**src/rtl/bp_update_ctrl_pkg.sv**
```systemverilog
// Shared constants, counter/state encodings and counter helper for the branch-predictor update path.
// Latency: n/a (declarations only).
// Backpressure: n/a.
package bp_update_ctrl_pkg;

    localparam int          WORD_SIZE          = 16;
    localparam int          BTB_INDEX_W        = 8;
    localparam int          BTB_TAG_W          = 8;
    localparam int          BP_FIFO_DEPTH      = 4;
    localparam logic [15:0] BTB_INVALID_TARGET = 16'hFFFF;

    // Global 2-bit saturating branch counter encodings
    typedef enum logic [1:0] {
        CTR_SNT = 2'b00,
        CTR_NT  = 2'b01,
        CTR_T   = 2'b10,
        CTR_ST  = 2'b11
    } ctr_t;

    // Update controller FSM encodings
    typedef enum logic {
        ST_SWEEP = 1'b0,
        ST_RUN   = 1'b1
    } bp_state_t;

    // Saturating step of the global counter toward the observed outcome
    function automatic logic [1:0] ctr_next(input logic [1:0] cur, input logic taken);
        if (taken) begin
            return (cur == CTR_ST) ? cur : cur + 2'd1;
        end
        return (cur == CTR_SNT) ? cur : cur - 2'd1;
    endfunction

endpackage

```
**src/rtl/bp_update_ctrl_if.sv**
```systemverilog
// Bundle between branch-resolve stage, update controller and the BTB/counter consumers.
// Latency: n/a (wires only).
// Backpressure: none; resolve reports are fire-and-forget, overflow is counted by the controller.
interface bp_update_ctrl_if
    import bp_update_ctrl_pkg::*;
#(
    parameter int WORD_W  = WORD_SIZE,
    parameter int INDEX_W = BTB_INDEX_W,
    parameter int TAG_W   = BTB_TAG_W
);
    logic               resolve_valid;
    logic [WORD_W-1:0]  resolve_pc;
    logic [WORD_W-1:0]  resolve_target;
    logic               resolve_taken;
    logic               flush_req;
    logic               btb_we;
    logic [INDEX_W-1:0] btb_index;
    logic [TAG_W-1:0]   btb_wtag;
    logic [WORD_W-1:0]  btb_wtarget;
    logic [1:0]         ctr_state;
    logic               busy;
    logic [7:0]         drop_count;

    // Resolve stage side: issues reports and flushes, observes predictor writes
    modport master (
        output resolve_valid, resolve_pc, resolve_target, resolve_taken, flush_req,
        input  btb_we, btb_index, btb_wtag, btb_wtarget, ctr_state, busy, drop_count
    );

    // Update controller side
    modport slave (
        input  resolve_valid, resolve_pc, resolve_target, resolve_taken, flush_req,
        output btb_we, btb_index, btb_wtag, btb_wtarget, ctr_state, busy, drop_count
    );
endinterface

```
**src/rtl/bp_update_fifo.sv**
```systemverilog
// Small synchronous FIFO holding pending BTB updates; head is visible combinationally on dout.
// Latency: a pushed entry is poppable on the cycle after the push edge.
// Backpressure: full refuses a lone push, but push+pop on a full FIFO succeeds; pop on empty is ignored.
module bp_update_fifo #(
    parameter int FIFO_DEPTH = 4,
    parameter int WORD_W     = 32
) (
    input  logic              clk,
    input  logic              reset,
    input  logic              clr,
    input  logic              push,
    input  logic              pop,
    input  logic [WORD_W-1:0] din,
    output logic [WORD_W-1:0] dout,
    output logic              full,
    output logic              empty
);
    localparam int             AW       = $clog2(FIFO_DEPTH);
    localparam logic [AW:0]    FULL_CNT = (AW+1)'(FIFO_DEPTH);

    logic [WORD_W-1:0] mem [FIFO_DEPTH];
    logic [AW-1:0]     wr_ptr;
    logic [AW-1:0]     rd_ptr;
    logic [AW:0]       count;
    logic              do_push;
    logic              do_pop;

    // Qualify requests: a pop on a full FIFO frees the slot used by a same-edge push
    always_comb begin
        do_pop  = pop && !empty;
        do_push = push && (!full || do_pop);
    end

    assign full  = (count == FULL_CNT);
    assign empty = (count == '0);
    assign dout  = mem[rd_ptr];

    // Storage array: no reset needed, occupancy tracks validity
    always_ff @(posedge clk) begin
        if (do_push && !clr) begin
            mem[wr_ptr] <= din;
        end
    end

    // Pointers and occupancy; clear drops everything in flight
    always_ff @(posedge clk or posedge reset) begin
        if (reset) begin
            wr_ptr <= '0;
            rd_ptr <= '0;
            count  <= '0;
        end else if (clr) begin
            wr_ptr <= '0;
            rd_ptr <= '0;
            count  <= '0;
        end else begin
            if (do_push) wr_ptr <= wr_ptr + 1'b1;
            if (do_pop)  rd_ptr <= rd_ptr + 1'b1;
            case ({do_push, do_pop})
                2'b10:   count <= count + 1'b1;
                2'b01:   count <= count - 1'b1;
                default: count <= count;
            endcase
        end
    end
endmodule

```
**src/rtl/bp_update_ctrl.sv**
```systemverilog
// Sequences BTB writes (post-reset/flush invalidation sweep, then queued taken-branch updates) and the global counter.
// Latency: taken resolve at edge N appears as a BTB write after edge N+1 when idle in RUN; sweep is 2**INDEX_W cycles.
// Backpressure: none upstream; taken resolves arriving with the queue full are dropped and counted in drop_count.
module bp_update_ctrl
    import bp_update_ctrl_pkg::*;
#(
    parameter int               WORD_W         = WORD_SIZE,
    parameter int               INDEX_W        = BTB_INDEX_W,
    parameter int               TAG_W          = BTB_TAG_W,
    parameter int               FIFO_DEPTH     = BP_FIFO_DEPTH,
    parameter logic [WORD_W-1:0] INVALID_TARGET = BTB_INVALID_TARGET
) (
    input  logic             clk,
    input  logic             reset,
    bp_update_ctrl_if.slave  bus
);
    typedef struct packed {
        logic [WORD_W-1:0] pc;
        logic [WORD_W-1:0] target;
    } entry_t;

    bp_state_t          state;
    logic [INDEX_W-1:0] sweep_idx;
    entry_t             push_dat;
    entry_t             head_dat;
    logic               fifo_full;
    logic               fifo_empty;
    logic               push;
    logic               pop;
    logic               drop;
    logic               taken_rpt;

    // Queue control: flush swallows any same-cycle resolve; sweep blocks draining
    always_comb begin
        taken_rpt = bus.resolve_valid && bus.resolve_taken && !bus.flush_req;
        pop       = (state == ST_RUN) && !fifo_empty && !bus.flush_req;
        push      = taken_rpt && (!fifo_full || pop);
        drop      = taken_rpt && fifo_full && !pop;
        push_dat  = '{pc: bus.resolve_pc, target: bus.resolve_target};
    end

    bp_update_fifo #(
        .FIFO_DEPTH (FIFO_DEPTH),
        .WORD_W     ($bits(entry_t))
    ) u_fifo (
        .clk   (clk),
        .reset (reset),
        .clr   (bus.flush_req),
        .push  (push),
        .pop   (pop),
        .din   (push_dat),
        .dout  (head_dat),
        .full  (fifo_full),
        .empty (fifo_empty)
    );

    // Sweep/run FSM with registered BTB write port and busy flag
    always_ff @(posedge clk or posedge reset) begin
        if (reset) begin
            state           <= ST_SWEEP;
            sweep_idx       <= '0;
            bus.btb_we      <= 1'b0;
            bus.btb_index   <= '0;
            bus.btb_wtag    <= '0;
            bus.btb_wtarget <= INVALID_TARGET;
            bus.busy        <= 1'b1;
        end else if (bus.flush_req) begin
            state      <= ST_SWEEP;
            sweep_idx  <= '0;
            bus.btb_we <= 1'b0;
            bus.busy   <= 1'b1;
        end else begin
            case (state)
                ST_SWEEP: begin
                    bus.btb_we      <= 1'b1;
                    bus.btb_index   <= sweep_idx;
                    bus.btb_wtag    <= '0;
                    bus.btb_wtarget <= INVALID_TARGET;
                    sweep_idx       <= sweep_idx + 1'b1;
                    if (sweep_idx == '1) begin
                        state    <= ST_RUN;
                        bus.busy <= 1'b0;
                    end
                end
                default: begin
                    bus.btb_we <= pop;
                    if (pop) begin
                        bus.btb_index   <= head_dat.pc[INDEX_W-1:0];
                        bus.btb_wtag    <= head_dat.pc[INDEX_W+TAG_W-1:INDEX_W];
                        bus.btb_wtarget <= head_dat.target;
                    end
                end
            endcase
        end
    end

    // Global counter follows every accepted resolve, in any state
    always_ff @(posedge clk or posedge reset) begin
        if (reset) begin
            bus.ctr_state <= CTR_SNT;
        end else if (bus.flush_req) begin
            bus.ctr_state <= CTR_SNT;
        end else if (bus.resolve_valid) begin
            bus.ctr_state <= ctr_next(bus.ctr_state, bus.resolve_taken);
        end
    end

    // Overflow counter survives flushes, saturates at all-ones
    always_ff @(posedge clk or posedge reset) begin
        if (reset) begin
            bus.drop_count <= '0;
        end else if (drop && (bus.drop_count != 8'hFF)) begin
            bus.drop_count <= bus.drop_count + 8'd1;
        end
    end
endmodule

```
**src/flat_wrapper.sv**
```systemverilog
// flat-port wrapper written by rule: the top's interface ports become plain ports
module bp_update_ctrl_flat import bp_update_ctrl_pkg::*;
#(
    parameter int               WORD_W         = WORD_SIZE,
    parameter int               INDEX_W        = BTB_INDEX_W,
    parameter int               TAG_W          = BTB_TAG_W,
    parameter int               FIFO_DEPTH     = BP_FIFO_DEPTH,
    parameter logic [WORD_W-1:0] INVALID_TARGET = BTB_INVALID_TARGET
)
  (clk, reset, bus_resolve_valid, bus_resolve_pc, bus_resolve_target, bus_resolve_taken, bus_flush_req, bus_btb_we, bus_btb_index, bus_btb_wtag, bus_btb_wtarget, bus_ctr_state, bus_busy, bus_drop_count);
  bp_update_ctrl_if #(.WORD_W(WORD_W), .INDEX_W(INDEX_W), .TAG_W(TAG_W)) bus_i ();
  input  logic clk;
  input  logic reset;
  input wire logic [$bits(bus_i.resolve_valid)-1:0] bus_resolve_valid;
  input wire logic [$bits(bus_i.resolve_pc)-1:0] bus_resolve_pc;
  input wire logic [$bits(bus_i.resolve_target)-1:0] bus_resolve_target;
  input wire logic [$bits(bus_i.resolve_taken)-1:0] bus_resolve_taken;
  input wire logic [$bits(bus_i.flush_req)-1:0] bus_flush_req;
  output wire logic [$bits(bus_i.btb_we)-1:0] bus_btb_we;
  output wire logic [$bits(bus_i.btb_index)-1:0] bus_btb_index;
  output wire logic [$bits(bus_i.btb_wtag)-1:0] bus_btb_wtag;
  output wire logic [$bits(bus_i.btb_wtarget)-1:0] bus_btb_wtarget;
  output wire logic [$bits(bus_i.ctr_state)-1:0] bus_ctr_state;
  output wire logic [$bits(bus_i.busy)-1:0] bus_busy;
  output wire logic [$bits(bus_i.drop_count)-1:0] bus_drop_count;
  assign bus_i.resolve_valid = bus_resolve_valid;
  assign bus_i.resolve_pc = bus_resolve_pc;
  assign bus_i.resolve_target = bus_resolve_target;
  assign bus_i.resolve_taken = bus_resolve_taken;
  assign bus_i.flush_req = bus_flush_req;
  assign bus_btb_we = bus_i.btb_we;
  assign bus_btb_index = bus_i.btb_index;
  assign bus_btb_wtag = bus_i.btb_wtag;
  assign bus_btb_wtarget = bus_i.btb_wtarget;
  assign bus_ctr_state = bus_i.ctr_state;
  assign bus_busy = bus_i.busy;
  assign bus_drop_count = bus_i.drop_count;
  bp_update_ctrl #(.WORD_W(WORD_W), .INDEX_W(INDEX_W), .TAG_W(TAG_W), .FIFO_DEPTH(FIFO_DEPTH), .INVALID_TARGET(INVALID_TARGET)) u_core (.clk(clk), .reset(reset), .bus(bus_i));
endmodule
```
**config.mk**
```make
export PLATFORM = sky130hd
export DESIGN_NAME = bp_update_ctrl_flat
export DESIGN_NICKNAME = d
export VERILOG_FILES = /design/src/rtl/bp_update_ctrl_pkg.sv /design/src/rtl/bp_update_ctrl_if.sv /design/src/rtl/bp_update_fifo.sv /design/src/rtl/bp_update_ctrl.sv /design/src/flat_wrapper.sv
export SDC_FILE = /design/constraint.sdc
export NUM_CORES = 1
export LEC_CHECK = 0
export CORE_AREA = 2 2 114 116
export CTS_BUF_LIST = sky130_fd_sc_hd__clkbuf_16
export DETAILED_ROUTE_END_ITERATION = 16
export DIE_AREA = 0 0 116 118
export PLACE_DENSITY = 0.89
export SLEW_MARGIN = 20
export SYNTH_ARGS = -nofsm -noshare
export SYNTH_HDL_FRONTEND = slang
export SYNTH_SLANG_ARGS = --single-unit
```
**constraint.sdc**
```tcl
create_clock -name clk -period 4.6 [get_ports clk]
set_input_delay 0.46 -clock clk [delete_from_list [all_inputs] [get_ports clk]]
set_output_delay 0.46 -clock clk [all_outputs]
set_load 0.05 [all_outputs]
```
Word-level counts from Yosys, hierarchy flattened
Memories as Yosys holds them, arrays and structs flattened.
Cells that the tools add are included.

word-level totals
  flip-flop bits (word level) = 60
  RAM bits = 128
  input port bits = 37
  output and inout bits = 44
  word-level logic and storage cells = 92
  memories kept = 1

operators by class
  add/subtract/negate cells = 8
  equal/unequal tests = 10
  muxes and demuxes = 33
  bitwise operators = 1
  reductions and logical operators = 27

memory list
  name               depth  width  rd ports  clocked after Yosys merged registers in  wr ports  line                  source
  u_core.u_fifo.mem  4      32     1         0                                        1         bp_update_fifo.sv:21  logic [WORD_W-1:0] mem [FIFO_DEPTH];

operators by type and width
  kind                                                                 count
  8-bit 2-to-1 mux                                                     6
  16-bit 2-to-1 mux                                                    2
  2-bit 2-to-1 mux                                                     10
  8-bit by 1-bit adder with 8-bit output (second input constant)       2
  1-bit 2-to-1 mux                                                     13
  1-bit logical AND                                                    11
  8-bit equality test (second input constant)                          1
  8-bit != test (second input constant)                                1
  2-bit nonzero test                                                   4
  2-bit by 1-bit adder with 2-bit output (second input constant)       3
  3-bit case mux with 2 select lines                                   1
  2-bit equality test (second input constant)                          2
  1-bit logical NOT                                                    4
  2-bit != test (second input constant)                                2
  4-bit != test (second input constant)                                1
  2-bit AND reduction                                                  2
  3-bit by 1-bit adder with 3-bit output (second input constant)       1
  3-bit equality test (second input constant)                          1
  3-bit logical NOT                                                    1
  3-bit 2-to-1 mux                                                     1
  3-bit by 2-bit != test with 1-bit output (second input constant)     1
  3-bit AND reduction                                                  1
  3-bit nonzero test                                                   1
  3-bit by 1-bit subtractor with 3-bit output (second input constant)  1
  5 further kinds                                                      6

Longest topological paths before layout
Gate-level depths: netlist of the first run.

  depth in word-level cells = 10
  gate-level depth with buffers = 13
  depth with buffers taken out = 10

Hierarchy
Synthesis of the first run repeated with hierarchy kept, for this count alone.

unflattened totals
  cells, all modules = 421
  area, all modules = 7,449.6 sq um

by module, submodules not included
  module          times used  cells an instance  area an instance (sq um)  seq. area each (sq um)
  bp_update_fifo  1           233                5,188.7                   4,018.9
  bp_update_ctrl  1           188                2,260.9                   1,347.5

Worst setup path after synthesis of the first run
Ideal clock, no wire load.

  path type = register -> register
  start point = reg u_core.u_fifo.count[1]
  end point = reg u_core.u_fifo.count[1]
  setup time = 135 ps
  arrival time = 2,478 ps
  required time = 4,465 ps
  setup slack = 1,987 ps
  stages on the path, launching flop included = 14
  path buffers = 3
  period minus slack after synthesis = 2,613 ps
  path through = dfrtp_1 > buf_6 > nor2_1 > a21o_1 > buf_2 > clkinv_1 > nand2_1 > buf_2 > nor2_1 > fa_1 > and4_1 > a21oi_1 > a2bb2oi_1 > a21oi_1

between the ends
  longest elaborated chain between the ends = 10
  elaborated cells on any way between the ends = 18
  those cells by class = add/sub (2); eq/ne (3); mux (2); reduce/logical (11)

ends and longest elaborated chain
  element                                                                                       line                                        source
  start: declaration                                                                            bp_update_fifo.sv:24                        logic [AW:0] count;
  start signal: assignment                                                                      bp_update_fifo.sv:59                        2'b10: count <= count + 1'b1;
  start signal: assignment                                                                      bp_update_fifo.sv:60                        2'b01: count <= count - 1'b1;
  start signal: assignment                                                                      bp_update_fifo.sv:61                        default: count <= count;
  3-bit logical NOT                                                                             bp_update_fifo.sv:35                        assign empty = (count == '0);
  1-bit logical NOT                                                                             bp_update_fifo.sv:30, bp_update_ctrl.sv:36
  1-bit logical AND (2 in series)                                                               bp_update_ctrl.sv:36                        pop = (state == ST_RUN) && !fifo_empty && !bus.flush_req;
  1-bit logical OR / 1-bit logical AND (equally long branches)                                  bp_update_ctrl.sv:37, bp_update_fifo.sv:30
  1-bit logical AND / 1-bit logical OR (equally long branches)                                  bp_update_ctrl.sv:37, bp_update_fifo.sv:31
  1-bit logical AND                                                                             bp_update_fifo.sv:31                        do_push = push && (!full || do_pop);
  2-bit by 1-bit equality test with 1-bit output / 2-bit equality test (equally long branches)  bp_update_fifo.sv:58                        case ({do_push, do_pop})
  3-bit case mux with 2 select lines                                                            bp_update_fifo.sv:58
  3-bit 2-to-1 mux                                                                              bp_update_fifo.sv:51                        end else if (clr) begin

Several ways; a longest one is shown, not always the timed one.
A chain may end at the register's enable or synchronous reset.

Worst setup path after layout of the first run
  start point = in bus_flush_req
  end point = reg u_core.u_fifo.count[1]

between the ends
  longest elaborated chain between the ends = 8
  elaborated cells on any way between the ends = 13
  those cells by class = eq/ne (2); mux (2); reduce/logical (9)

ends and longest elaborated chain
  element                                                                                       line                                        source
  start: declaration                                                                            flat_wrapper.sv:18                          input wire logic [$bits(bus_i.flush_req)-1:0] bus_flush_req;
  1-bit logical NOT                                                                             bp_update_ctrl.sv:35, bp_update_ctrl.sv:36
  1-bit logical AND                                                                             bp_update_ctrl.sv:36
  1-bit logical OR / 1-bit logical AND (equally long branches)                                  bp_update_ctrl.sv:37, bp_update_fifo.sv:30
  1-bit logical AND / 1-bit logical OR (equally long branches)                                  bp_update_ctrl.sv:37, bp_update_fifo.sv:31
  1-bit logical AND                                                                             bp_update_fifo.sv:31
  2-bit by 1-bit equality test with 1-bit output / 2-bit equality test (equally long branches)  bp_update_fifo.sv:58
  3-bit case mux with 2 select lines                                                            bp_update_fifo.sv:58
  3-bit 2-to-1 mux                                                                              bp_update_fifo.sv:51

Several ways; a longest one is shown, not always the timed one.

==> results of run 1 <==
[state kept, by name (all words and copies together), names as in the netlist]
| signal | cells |
|---|---|
| u_core.u_fifo.wr_ptr | 2 |
| u_core.bus.ctr_state | 2 |
| u_core.state | 1 |
| u_core.bus.btb_index | 8 |
| u_core.bus.btb_wtag | 8 |
| u_core.bus.btb_we | 1 |
| u_core.u_fifo.mem | 128 |
| u_core.u_fifo.count | 3 |
| u_core.u_fifo.rd_ptr | 2 |
| u_core.bus.drop_count | 8 |
| u_core.bus.btb_wtarget | 16 |
| u_core.sweep_idx | 8 |
| u_core.bus.busy | 1 |
[stage by stage]
stage	setup WS [ns]	utilization (%)	std cells	area (sq um)
2_1_floorplan	1.987	-	411	7355
3_3_place_gp	0.9070	66.98	647	8315
3_5_place_dp	0.7572	66.98	647	8315
4_1_cts	1.197	71.62	679	8891
5_1_grt	0.8940	71.62	679	8891
6_report	1.203	71.62	679	8891
[logic make-up (layout without fill, tap and decap cells)]
| logic type | count (synthesis) | count (layout) | share of synthesized area, % |
|---|---|---|---|
| muxes | 41 | 41 | 11.04 |
| xor gates and xnor gates | 16 | 16 | 1.905 |
| buffers and inverters | 27 | 123 | 1.701 |
| DFF | 188 | 188 | 72.97 |
| and+or+nand+nor | 73 | 73 | 5.121 |
| AOI/OAI and AO/OA | 59 | 59 | 5.971 |
| adders and majority gates | 7 | 7 | 1.293 |
[worst max-delay path: cells and delay by family]
family	cells	cell delay (ns)
buf+inv	4	1.13
fa+ha+maj	1	0.49
simple gates	3	0.85
compound gates	4	0.76
[worst max path at each step]
stage / end / from / slack (ns)
finish: u_core.u_fifo.count[1] / bus_flush_req / 1.20
global route: u_core.u_fifo.count[1] / u_core.u_fifo.count[0] / 0.89
global placement: u_core.u_fifo.count[1] / bus_flush_req / 0.91
CTS: u_core.u_fifo.count[1] / u_core.u_fifo.count[0] / 1.20
detailed placement: u_core.u_fifo.count[1] / bus_flush_req / 0.76
floorplan: u_core.u_fifo.count[1] / u_core.u_fifo.count[1] / 1.99
[where the power goes]
group	switching (W)	internal [W]	total, W
clock	0.000620	0.000799	0.00142
sequential	0.0000180	0.00184	0.00186
combinational	0.0000976	0.0000660	0.000164
[Yosys cell counts, types with 2 or more instances]
library cell  instances  area share (%)
edfxtp_1            128              52
dfrtp_1              43              15
mux4_2               32             9.8
nor2_1               26             1.3
dfstp_2              17             6.1
o22a_1               16             1.9
a21oi_1              15             1.0
nand2_1              11            0.56
clkbuf_1             10            0.51
xnor2_1               9             1.1
a22o_1                8            0.95
mux2i_1               8             1.1
buf_2                 7            0.48
o21ai_0               7            0.48
xor2_1                7            0.83
ha_1                  6             1.0
and2_1                5            0.43
and3_1                5            0.43
nand3_1               5            0.34
inv_1                 4            0.20
nand4_1               4            0.34
nand2b_1              3            0.26
nand3b_1              3            0.31
o31ai_1               3            0.31
a21o_1                2            0.20
a31oi_1               2            0.17
and4_1                2            0.24
buf_1                 2            0.10
buf_4                 2            0.20
nor2b_1               2            0.17
or3_1                 2            0.17
[final cells by class]
class | instances | area, sq um
sequential | 188 | 5368
fill | 756 | 3523
multi-input combinational | 196 | 1868
timing repair buffer | 86 | 845.8
clock buffer | 17 | 425.4
tap | 172 | 215.2
clock inverter | 15 | 150.1
inverter | 5 | 18.77
[per-layer routing]
layer	share of wire (%)	global-route usage (%)	up-vias	wire, um
li1	-	-	1785	-
met1	39	28.91	2033	5675
met2	52	36.99	161	7614
met3	6.2	5.304	29	905
met4	2.3	10.34	0	333
met5	0	0	-	0
==> metrics.txt, run 1 <==
Async SR Flop Fraction 31.91%; clk buf depth 2; nets@finish 538; WHS Endpoint u_core.bus.busy; die area 13,690 sq um; Hold WC Path Type reg -> reg; hold path startpoint u_core.bus.busy; FF-to-FF path depth 11; DR WL/cell 21.40 um; I/O pins 81; Critical R2R Launch u_core.u_fifo.count[0]; worst setup path category in -> reg; # DRC 0; Die X 116 um; 1st-pass router iterations 4; ANT cells 0; clk slew on worst S/H paths 0.07 ns; Worst-Margin Slew 0.8917 ns; Vias/cell 5.903; Worst Path Max Fanout 34; RSZ-0062 raised after global routing false; commonest non-fill, non-tap cell in the layout edfxtp_1; clock root buffer clkbuf_16; Port Buffers 80; gate count after technology mapping 411; TNS Setup 0 ns; Resized cells post-CTS 0; Cell Area, Synth 7355 sq um; DP HPWL 8436 um; sequential share of the synthesized area 72.97%; Critical-path top delay cell nand2_1; Rel. slew slack 40.55%; via count 4,008; pwr dens 386.9 nW/um^2; CP endpoint kind flip-flop; P&R area growth vs syn 20.89%; CTS buffer count 17; endpoints failing hold 0; CTS sink count 188; Synth Area per Inst 17.89 sq um; R2R Path End u_core.u_fifo.count[1]; Hold Path Depth 2; startpoint types input port; GP Congestion 0.8016; initial antenna violation count 0; core area 12,410 sq um; Top FF cell, synth edfxtp_1; Post-Syn Nets 455; first-pass GRT wire length 22,690 um; GR Overflow Total 0; WP data arrival 3.71 ns; post-route antenna net violation count 0; vias in the first global route 4,161; Critical Path Max Stage Delay 0.54 ns; maxcap violations 0; crit path time final 3.397 ns; Req. time, crit path 4.91 ns; initial core utilization 59.24%; wirelength, routed 14,530 um; Hold WS 0.4800 ns; Post-synth EDFFs 128; VDD IR max 0.0002655 V; status complete, no violations; largest net degree at the start of global routing 61; DR iter-0 viols 249; # H-tree levels 4; Worst Skew 0.003948 ns; die height 118 um; total track usage 22.66%; synthesized flop and latch total 188; Pwr Total 0.003440 W; clock insertion delay at the later pin of the skew report 0.43 ns; P_leak 3.077 nW; Ys Warns 0; period utilisation layout 73.85%; Final Max Slew Viols 0; Post CTS Setup Buffer Count 0; r2r setup slk 1.22 ns; hold_buf cts 0; Synth cell types 46; Site Rows 41; FMAX 294.4 MHz; critical-path cell list clkdlybuf4s50_1 > buf_4 > a21o_1 > clkinv_1 > buf_4 > nand2_1 > nor2_1 > fa_1 > and4_1 > a21oi_1 > a2bb2oi_1 > a21oi_1; layout cells sized above 1 18.54%; most frequent cells in the layout edfxtp_1 (128), clkdlybuf4s50_1 (80), dfrtp_1 (42); CTS tree yes; Final Setup Violations 0
(Power assumes the default switching activity.)
==> run 2: changes to the inputs <==
- CORE_AREA: 2 2 114 116 -> 2 2 125 127
- DIE_AREA: 0 0 116 118 -> 0 0 127 129
- PLACE_DENSITY: 0.89 -> 0.8
- clock period: 4.6 -> 2.9 ns (I/O delays scaled with it)
==> run 2 against run 1 <==
Highest routed layer unchanged. Global-route usage fell by 4.5 points. Sequential power rose by 58%. Utilization decreased by 11 points. Critical path depth decreased by 2. Die area up 20%. Total power increased by 59%. Combinational power increased by 67%. Clock power up 59%. Clock skew up 0.0056 ns.
==> metrics.txt, run 2 (synthesis gave the netlist of run 1 again) <==
# H-tree levels 4 (unchanged); Hold WC Path Type in -> async (was reg -> reg); nets@finish 549 (was 538); commonest non-fill, non-tap cell in the layout edfxtp_1 (unchanged); Final Util 60.49% (was 71.62%); worst setup path category reg -> reg (was in -> reg); CTS sink count 188 (unchanged); placed cell count 674 (was 647); vias in the first global route 4,183 (was 4,161); layout cells sized above 1 20.85% (was 18.54%); Critical-path top delay cell fa_1 (was nand2_1); Vias/cell 5.599 (was 5.903); GR Overflow Total 0 (unchanged); WP data arrival 2.73 ns (was 3.71 ns); clock insertion delay at the later pin of the skew report 0.43 ns (about the same); endpoints failing hold 0 (unchanged); CTS buffer count 17 (unchanged); Critical R2R Launch u_core.u_fifo.count[0] (unchanged); Worst-Margin Slew 0.7008 ns (was 0.8917 ns); max FFs per register 128 (unchanged); Int Power 0.004191 W (was 0.002704 W); FF-to-FF path depth 10 (was 11); maxcap violations 0 (unchanged); DR WL/cell 19.52 um (was 21.40 um); ANT cells 0 (unchanged); first-pass GRT wire length 22,360 um (was 22,690 um); Non-Filler Instances 706 (was 679); total track usage 18.20% (was 22.66%); most frequent cells in the layout edfxtp_1 (128), clkdlybuf4s50_1 (80), dfrtp_1 (41) (was edfxtp_1 (128), clkdlybuf4s50_1 (80), dfrtp_1 (42)); TNS Setup 0 ns (unchanged); clk slew on worst S/H paths 0.08 ns (was 0.07 ns); sw power 0.001279 W (was 0.0007358 W); Regs by FF count u_core.u_fifo.mem x128, u_core.bus.btb_wtarget x16 (unchanged); Post CTS Setup Buffer Count 0 (unchanged); RSZ-0062 raised after global routing false (unchanged); r2r setup slk 0.48 ns (was 1.22 ns); share of power burned in registers 53.7% (was 54.0%); dpl ws 0.2888 ns (was 0.7572 ns); status complete, no violations (unchanged); die height 129 um (was 118 um); Rel. slew slack 53.10% (was 40.55%); Critical Path Max Stage Delay 0.48 ns (was 0.54 ns); CP Launch Point u_core.u_fifo.count[0] (was bus_flush_req); period utilisation layout 83.32%; Final Setup Violations 0 (unchanged); DR iter-0 viols 345 (was 249); Pwr Total 0.005471 W (was 0.003440 W); FMAX 413.9 MHz; Site Rows 45 (was 41); VDD IR max 0.0005391 V (was 0.0002655 V); Worst Skew 0.009549 ns (was 0.003948 ns); critical-path cell list nor2_1 > a21o_1 > clkinv_1 > nand2_1 > nor2_1 > fa_1 > and4_1 > a21oi_1 > a2bb2oi_1 > a21oi_1 (was clkdlybuf4s50_1 > buf_4 > a21o_1 > clkinv_1 > buf_4 > nand2_1 > nor2_1 > fa_1 > and4_1 > a21oi_1 > a2bb2oi_1 > a21oi_1); # DRC 0 (unchanged); Port Buffers 80 (unchanged); clock power share 41.3% (about the same); Resized cells post-CTS 0 (unchanged); initial antenna violation count 0 (unchanged); logic gate share of total power 5.0% (was 4.8%); I/O pins 81 (unchanged); Sw Share 23.39% (was 21.39%); core area 14,980 sq um (was 12,410 sq um); CTS tree yes (unchanged); hold_buf cts 0 (unchanged); Final Max Slew Viols 0 (unchanged); clk buf depth 2 (unchanged); P&R area growth vs syn 23.19% (was 20.89%); P_leak 3.148 nW (was 3.077 nW); post-route antenna net violation count 0 (unchanged); Final Worst Setup Slack 0.4838 ns (was 1.203 ns); Largest Register u_core.u_fifo.mem (unchanged); R2R Path End u_core.u_fifo.count[1] (unchanged); via count 3,953 (was 4,008); die area 16,380 sq um (was 13,690 sq um); GP Congestion 0.8038 (was 0.8016); largest net degree at the start of global routing 34 (was 61); 1st-pass router iterations 4 (unchanged); Worst Path Max Fanout 9 (was 34); clock root buffer clkbuf_16 (unchanged); wirelength, routed 13,780 um (was 14,530 um); initial core utilization 49.11% (was 59.24%); startpoint types flip-flop (was input port); pwr dens 603.9 nW/um^2 (was 386.9 nW/um^2); Die X 127 um (was 116 um); Req. time, crit path 3.21 ns (was 4.91 ns); CP endpoint kind flip-flop (unchanged); DP HPWL 8894 um (was 8436 um); crit path time final 2.416 ns
==> run 2: cell count changes in the layout (fill, tap and decap cells not counted), sizes merged <==
cell,before,now
inv,9,15
clkinvlp,2,1
buf,6,17
clkinv,7,4
bufinv,2,0
==> run 2: worst max path at each step <==
stage | to | slack [ns] | depth (start not counted)
floorplan | u_core.u_fifo.count[1] | 0.29 | 13
global placement | u_core.u_fifo.count[1] | 0.33 | 10
detailed placement | u_core.u_fifo.count[1] | 0.29 | 10
CTS | u_core.u_fifo.count[1] | 0.50 | 10
global route | u_core.u_fifo.count[1] | 0.25 | 10
finish | u_core.u_fifo.count[1] | 0.48 | 10
==> run 2: metrics by stage <==
stage          hold WS (ns)  area [sq um]
2_1_floorplan        0.3889          7355
4_1_cts              0.2715          9060
5_1_grt              0.3115          9060
3_5_place_dp         0.4749          8469
3_3_place_gp         0.4749          8469
6_report             0.2711          9060
==> run 2: worst max-delay path, delay by kind of cell, from the launching register on <==
| kind | cells | cell delay [ns] |
|---|---|---|
| adder cells (fa/ha/maj) | 1 | 0.48 |
| buffers and inverters | 1 | 0.15 |
| AO/OA/AOI/OAI | 4 | 0.75 |
| AND/OR/NAND/NOR | 4 | 0.50 |
| flip-flops | 1 | 0.41 |
==> run 2: power by group through the flow <==
stage	combinational [W]	sequential, W	clock (W)
global route	0.000297	0.00294	0.00243
finish	0.000274	0.00294	0.00226
CTS	0.000277	0.00293	0.00232
floorplan	0.0000921	0.00303	0
global placement	0.000266	0.00299	0
detailed placement	0.000275	0.00299	0
==> run 2: layout make-up <==
cell class / instances / area [sq um]
fillers: 1059 / 5917
flip-flops and latches: 188 / 5369
inverters: 5 / 18.77
clock inverters: 15 / 165.2
repair buffers: 97 / 978.4
clock buffers: 17 / 425.4
well taps: 188 / 235.2
multi-input cells: 196 / 1868
==> run 2: layer usage <==
metal | GRT usage, % | share of wire [%]
met1 | 23.83 | 43
met2 | 30.14 | 50
met3 | 4.574 | 4.6
met4 | 6.335 | 1.6
met5 | 0 | 0
==> run 3: changes to the inputs <==
- CORE_AREA: 2 2 125 127 -> 2 2 118 120
- DIE_AREA: 0 0 127 129 -> 0 0 120 122
- PLACE_DENSITY: 0.8 -> 0.84
- clock period: 2.9 -> 2.23 ns (I/O delays scaled with it)
==> run 3 against run 2 <==
Global-route usage grew 2.1 points. Via count grew 1.5%. Sequential share of layout area shrank 1.2 points. Wire length grew 1.2%. Combinational power grew 36%. Final cell count grew 0.71%. Die area shrank 11%.
==> metrics.txt, run 3 (synthesis gave the netlist of run 1 again) <==
max FFs per register 128 (unchanged); most frequent cells in the layout edfxtp_1 (128), clkdlybuf4s50_1 (80), dfrtp_1 (42) (was edfxtp_1 (128), clkdlybuf4s50_1 (80), dfrtp_1 (41)); via count 4,011 (was 3,953); Critical-path top delay cell fa_2 (was fa_1); DP HPWL 9076 um (was 8894 um); Non-Filler Instances 711 (was 706); # DRC 0 (unchanged); Site Rows 43 (was 45); WP data arrival 2.43 ns (was 2.73 ns); pwr dens 784.8 nW/um^2 (was 603.9 nW/um^2); crit path time final 2.118 ns (was 2.416 ns); FMAX 472.1 MHz (was 413.9 MHz); total track usage 20.29% (was 18.20%); post-route antenna net violation count 0 (unchanged); status complete, no violations (unchanged); maxcap violations 0 (unchanged); vias in the first global route 4,211 (was 4,183); Post CTS Setup Buffer Count 0 (unchanged); first-pass GRT wire length 21,960 um (was 22,360 um); startpoint types flip-flop (unchanged); # H-tree levels 4 (unchanged); P_leak 3.241 nW (was 3.148 nW); TNS Setup 0 ns (unchanged); layout cells sized above 1 23.54% (was 20.85%); Worst Path Max Fanout 3 (was 9); Critical Path Max Stage Delay 0.46 ns (was 0.48 ns); clock insertion delay at the later pin of the skew report 0.43 ns (about the same); endpoints failing hold 0 (unchanged); die area 14,640 sq um (was 16,380 sq um); Largest Register u_core.u_fifo.mem (unchanged); CP endpoint kind flip-flop (unchanged); GR Overflow Total 0 (unchanged); nets@finish 562 (was 549); placed cell count 679 (was 674); Final Max Slew Viols 0 (unchanged); largest net degree at the start of global routing 41 (was 34); clock root buffer clkbuf_16 (unchanged); Final Setup Violations 0 (unchanged); ANT cells 0 (unchanged); die height 122 um (was 129 um); DR WL/cell 19.62 um (was 19.52 um); Port Buffers 80 (unchanged); Regs by FF count u_core.u_fifo.mem x128, u_core.bus.btb_wtarget x16 (unchanged); Hold WC Path Type in -> async (unchanged); wirelength, routed 13,950 um (was 13,780 um); initial antenna violation count 0 (unchanged); Worst-Margin Slew 0.7032 ns (was 0.7008 ns); VDD IR max 0.0005539 V (was 0.0005391 V); clk buf depth 2 (unchanged); CTS sink count 188 (unchanged); critical-path cell list nor2b_2 > a21o_1 > clkinv_4 > nand2_4 > nor2_4 > fa_2 > and4_1 > a21oi_1 > a2bb2oi_1 > a21oi_1 (was nor2_1 > a21o_1 > clkinv_1 > nand2_1 > nor2_1 > fa_1 > and4_1 > a21oi_1 > a2bb2oi_1 > a21oi_1); Vias/cell 5.641 (was 5.599); Rel. slew slack 52.95% (was 53.10%); Req. time, crit path 2.54 ns (was 3.21 ns); Final Util 68.46% (was 60.49%); most used cell along the critical path a21oi_1; I/O pins 81 (unchanged); CTS buffer count 17 (unchanged); Die X 120 um (was 127 um); commonest non-fill, non-tap cell in the layout edfxtp_1 (unchanged); period utilisation layout 94.99% (was 83.32%); CTS tree yes (unchanged); initial core utilization 54.46% (was 49.11%); worst setup path category reg -> reg (unchanged); clk slew on worst S/H paths 0.07 ns (was 0.08 ns); Worst Skew 0.007114 ns (was 0.009549 ns); RSZ-0062 raised after global routing false (unchanged); 1st-pass router iterations 5 (was 4); DR iter-0 viols 331 (was 345); P&R area growth vs syn 25.71% (was 23.19%); core area 13,500 sq um (was 14,980 sq um); GP Congestion 0.8196 (was 0.8038)
-- run 3: changes by cell type in the layout (fill, tap and decap cells not counted), moves of 2 or more --
cell	before	now
clkinvlp_4	1	4
inv_8	8	3
clkinv_8	2	0
buf_12	4	8
buf_4	13	22
bufinv_16	0	2
-- run 3: cell type report --
| class | instances | area, sq um |
|---|---|---|
| Clock buffer | 18 | 450.4 |
| Clock inverter | 14 | 158.9 |
| Fill cell | 861 | 4259 |
| Inverter | 5 | 23.77 |
| Multi-Input combinational cell | 196 | 1893 |
| Sequential cell | 188 | 5368 |
| Tap cell | 180 | 225.2 |
| Timing Repair Buffer | 110 | 1126 |
-- run 3: layer usage --
layer / wire length, um / global-route usage, % / up-vias
li1: - / - / 1820
met1: 5954 / 26.12 / 2050
met2: 7071 / 33.56 / 119
met3: 667 / 4.494 / 22
met4: 255 / 8.897 / 0
met5: 0 / 0 / -
-- run 3: what timing repair did --
| item | in CTS | in global routing |
|---|---|---|
| hold buffers | 0 | 0 |
| endpoints found under the setup margin | 128 | 1 |
| resized for setup | 1 | 2 |
-- run 3: final timing paths --
| path | cells after the start | endpoint | from | slack, ns |
|---|---|---|---|---|
| max in group asynchronous | 3 | u_core.u_fifo.rd_ptr[0] | reset | 1.56 |
| worst min register to register | 2 | u_core.bus.busy | u_core.bus.busy | 0.48 |
| min in group clk | 1 | u_core.u_fifo.mem[1][31] | bus_resolve_pc[15] | 0.43 |
| worst min-delay path | 3 | u_core.bus.btb_wtag[6] | reset | 0.17 |
| worst max-delay path | 10 | u_core.u_fifo.count[1] | u_core.state | 0.11 |
| worst max register to register | 10 | u_core.u_fifo.count[1] | u_core.state | 0.11 |
-- run 3: through the flow --
stage	setup slack (ns)	power [W]	cell area, sq um	hold WS [ns]
global placement	-0.03629	0.004243	8623	0.4699
finish	0.1117	0.007255	9245	0.1680
floorplan	-0.1756	0.004068	7386	0.3219
global route	0.006791	0.007479	9245	0.1932
CTS	0.1038	0.007311	9238	0.1620
detailed placement	-0.2174	0.004264	8623	0.4699
-- run 3: power breakdown --
part,switching [W],internal [W]
Sequential,0.0000273,0.00379
Clock,0.00132,0.00174
Combinational,0.000218,0.000156
Total,0.00157,0.00569
-- run 3: critical path, delay by kind of cell, from the launching register on --
family | cells | cell delay, ns
compound gates | 4 | 0.57
buf+inv | 1 | 0.07
flops | 1 | 0.38
fa+ha+maj | 1 | 0.46
simple gates | 4 | 0.50
==> edit 1 (settings of run 1) <==
Reset style: synchronous (`reset`), changed in 4 clocked blocks.
--- a/src/rtl/bp_update_fifo.sv
+++ b/src/rtl/bp_update_fifo.sv
@@ -43,7 +43,7 @@
     end
 
     // Pointers and occupancy; clear drops everything in flight
-    always_ff @(posedge clk or posedge reset) begin
+    always_ff @(posedge clk) begin
         if (reset) begin
             wr_ptr <= '0;
             rd_ptr <= '0;
--- a/src/rtl/bp_update_ctrl.sv
+++ b/src/rtl/bp_update_ctrl.sv
@@ -55,7 +55,7 @@
     );
 
     // Sweep/run FSM with registered BTB write port and busy flag
-    always_ff @(posedge clk or posedge reset) begin
+    always_ff @(posedge clk) begin
         if (reset) begin
             state           <= ST_SWEEP;
             sweep_idx       <= '0;
@@ -95,7 +95,7 @@
     end
 
     // Global counter follows every accepted resolve, in any state
-    always_ff @(posedge clk or posedge reset) begin
+    always_ff @(posedge clk) begin
         if (reset) begin
             bus.ctr_state <= CTR_SNT;
         end else if (bus.flush_req) begin
@@ -106,7 +106,7 @@
     end
 
     // Overflow counter survives flushes, saturates at all-ones
-    always_ff @(posedge clk or posedge reset) begin
+    always_ff @(posedge clk) begin
         if (reset) begin
             bus.drop_count <= '0;
         end else if (drop && (bus.drop_count != 8'hFF)) begin
Check against the original RTL: differs if reset is asserted again (counterexample within 4 cycles, from zero or initial values and one cycle with reset high); with reset held inactive, the same outputs for 10 cycles.
==> edit 1 against run 1 <==
- worst setup slack improved by 0.11 ns
- sequential cell count rose by 2
- final cell count rose by 3.5%
- routed wire length rose by 0.34%
- first-iteration DRC count rose by 42%
- design area fell by 2.1%
- synthesized area fell by 2.9%
- via count rose by 2.0%
- power rose by 0.15%
==> edit 1: results (changes against run 1) <==
Global route
  – Largest net degree at the start of global routing: 33 (-46%)
  – Global-route wire length before repair: 23000 µm (+1.2%)
  – Total GRT Usage: 22.7% (+0.079 points)
  – Vias in the first global route: 4324 (+3.9%)

Route
  – Routed vias: 4089 (+2.0%)
  – Drt first pass iters: 5 (+1)
  – Mean routed wirelength per cell: 20.7 µm (-3.1%)
  – DRT antenna net count: 0 (unchanged)
  – Initial drt markers: 353 (+42%)

Clocking
  – Maximum clock path buffer count: 2 (unchanged)
  – Post-CTS Setup Bufs: 0 (unchanged)
  – Clk slew on worst S/H paths: 0.06 ns
  – Root buffer cell: clkbuf_16

Worst hold path
  – Worst min-delay path class: reg -> reg

Synth
  – Commonest cells post-synth: edfxtp_1 (128), dfxtp_1 (62), nor2_1 (39), mux4_2 (32), nand2b_1 (18)
  – Ys async rst share: 0% (-32 points)
  – Mapped Nets: 481 (+5.7%)
  – Sequential-to-total area share from yosys stat: 71.2% (-1.7 points)
  – Top cells by area, synth: edfxtp_1 (54%), dfxtp_1 (17%), mux4_2 (10%)
  – Count of different cell masters after synthesis: 40 (-13%)

Worst setup path
  – CP max stage cell: dfxtp_1
  – WP data arrival: 3.63 ns (-0.08 ns)
  – Crit path max-delay family: simple AND/OR/NAND/NOR gates
  – Reg-to-reg slack, setup: 1.31 ns (+0.09 ns)
  – CP max FO: 19 (-44%)
  – Slowest cell delay on critical path: 0.95 ns (+0.41 ns)
  – Worst Reg2Reg Path Length in Cells: 8 (-3)

Layout
  – Fillers: 785 (+3.8%)
  – Layout Nets: 563 (+4.6%)
  – Layout cells sized above 1: 13.9% (-4.6 points)
  – Largest registers: u_core.u_fifo.mem: 128 flops, u_core.bus.btb_wtarget: 16 flops

Power
  – Peak supply drop: 0.255 mV (-4.1%)
  – Leak: 0.00279 µW (-9.3%)

STA
  – Worst Max-Slew Pin Slew: 1.06 ns (+0.165 ns)
  – Clock skew: 0.00721 ns (+0.00326 ns)
  – Tcrit/Tclk final: 71.5% (-2.4 points)

Placement
  – GPL Wtd Cong: 0.821 (+2.4%)
  – PortBufs: 80 (unchanged)
  – DP HPWL: 8630 µm (+2.3%)

Run status
  – Outcome: completed
-- edit 1: cell type report --
cell class              instances  area [µm²]  share of cell area [%]
flip-flops and latches        190        5090                    58.4
multi-input cells             216        1930                    22.2
repair buffers                 84         831                    9.54
clock buffers                  17         425                    4.89
well taps                     172         215                    2.47
clock inverters                15         180                    2.07
inverters                       9        35.0                   0.402
-- edit 1: stage by stage --
stage / area (µm²) / cells / power, µW / hold slack (ns)
4_1_cts: 8710 / 703 / 3460 / 0.507
3_5_place_dp: 8100 / 671 / 2000 / 0.492
3_3_place_gp: 8100 / 671 / 1990 / 0.484
5_1_grt: 8710 / 703 / 3530 / 0.535
2_1_floorplan: 7140 / 436 / 1930 / 0.471
6_report: 8710 / 703 / 3440 / 0.499
-- edit 1: kinds of logic after synthesis --
logic type                 after synthesis  synth area share, %
DFF                                    190                 71.2
and+or+nand+nor                         96                 7.05
AOI/OAI and AO/OA                       58                 5.43
muxes                                   42                 11.5
buffers and inverters                   30                 1.81
xor gates and xnor gates                12                 1.47
adders and majority gates                8                 1.51
-- edit 1: final timing paths --
check	from	end
max	u_core.state	u_core.u_fifo.count[2]
min	u_core.bus.btb_wtarget[2]	u_core.bus.btb_wtarget[2]
max reg2reg	u_core.state	u_core.u_fifo.count[2]
min reg2reg	u_core.bus.btb_wtarget[2]	u_core.bus.btb_wtarget[2]
-- edit 1: report_power, final --
group	switching [µW]	internal, µW
clock network	583	898
registers	7.80	1840
logic	67.5	52.6
-- edit 1: metal layers --
metal  track usage [%]  wire (µm)  up-vias
li1                  -          -     1839
met4              10.9        416        0
met5                 0          0        -
met1              27.2       5570     2066
met3              4.22        720       32
met2              39.3       7880      152
==> edit 2 (config.mk and constraints of run 1) <==
Made on the original files. `BTB_TAG_W`: 8 -> 7.
--- a/src/rtl/bp_update_ctrl_pkg.sv
+++ b/src/rtl/bp_update_ctrl_pkg.sv
@@ -5,7 +5,7 @@
 
     localparam int          WORD_SIZE          = 16;
     localparam int          BTB_INDEX_W        = 8;
-    localparam int          BTB_TAG_W          = 8;
+    localparam int          BTB_TAG_W          = 7;
     localparam int          BP_FIFO_DEPTH      = 4;
     localparam logic [15:0] BTB_INVALID_TARGET = 16'hFFFF;
 
Ports: changed (resized bus_btb_wtag); port bits go from 81 to 80. No check against the original RTL was run, so the function may have changed too.
==> edit 2 against run 1 <==
- via count down 2.5%
- synthesized area down 2.6%
- sequential cell count down 5
- worst setup slack better by 0.22 ns
- power down 1.8%
- critical path depth down 7
- first-iteration DRC count up 27%
- design area down 1.8%
- sequential share of layout area down 0.54 points
- critical endpoint is now u_core.u_fifo.mem[2][4]
- routed wire length down 6.0%
==> edit 2: results (changes against run 1) <==
Route
  – Routed vias: 3906 (-2.5%)
  – WL met2: 7270 µm (-4.6%)
  – Initial drt markers: 317 (+27%)
  – WL met3: 754 µm (-17%)
  – Final WL: 13700 µm (-6.0%)

Run status
  – Outcome: completed

Synth
  – Post-synthesis cell count: 402 (-2.2%)
  – Sequential-to-total area share from yosys stat: 72.9% (-0.11 points)
  – Post-Synth XOR/XNOR Area: 1.96% (+0.050 points)
  – Post-synthesis mux area share: 11.0% (-0.025 points)
  – Post-synth EDFFs: 124 (-3.1%)
  – Mapped Nets: 446 (-2.0%)

Power
  – Switching power: 724 µW (-1.5%)
  – Peak supply drop: 0.338 mV (+27%)

Layout
  – Layout Nets: 534 (-0.74%)
  – Largest registers: u_core.u_fifo.mem: 124 flops, u_core.bus.btb_wtarget: 16 flops
  – Layout cells sized above 1: 18.7% (+0.18 points)

Worst setup path
  – CP max FO: 18 (-47%)
  – WP data arrival: 3.30 ns (-0.41 ns)
  – R2r startpoint: u_core.state
  – Worst Reg2Reg Path Length in Cells: 10 (-1)
  – CP max stage cell: and2_1

Global route
  – Met2 Use GR: 35.5% (-1.5 points)
  – Global-route wire length before repair: 21600 µm (-4.8%)
  – Largest net degree at the start of global routing: 50 (-18%)
  – Vias in the first global route: 4123 (-0.91%)

Placement
  – DP HPWL: 8420 µm (-0.14%)
  – Placed cell area: 8150 µm² (-2.0%)
  – GPL Wtd Cong: 0.768 (-4.2%)
  – DP Worst Slack: 1.03 ns (+0.270 ns)

STA
  – Fmax: 314 MHz (+6.8%)
## edit 2: cell types whose count changed in the layout (fill, tap and decap cells not counted), sizes merged
cell / before / now
clkinv: 7 / 5
mux4: 32 / 31
buf: 6 / 11
dfrtp: 43 / 42
clkdlybuf4s50: 80 / 78
edfxtp: 128 / 124
clkinvlp: 2 / 7
inv: 9 / 5
a22o: 8 / 7
## edit 2: logic make-up after synthesis
kind of cell,Yosys count
xor gates and xnor gates,16
DFF,183
buffers and inverters,25
muxes,40
and+or+nand+nor,73
adders and majority gates,7
AOI/OAI and AO/OA,58
## edit 2: critical path: cells and delay by family
family | cells | cell delay [ns]
buffers and inverters | 3 | 1.23
AND/OR/NAND/NOR | 2 | 1.60
## edit 2: final cells by class
cell class	instances	area (µm²)
repair buffers	89	863
clock inverters	14	154
inverters	5	18.8
well taps	172	215
multi-input cells	194	1830
flip-flops and latches	183	5230
clock buffers	17	425
fillers	785	3680
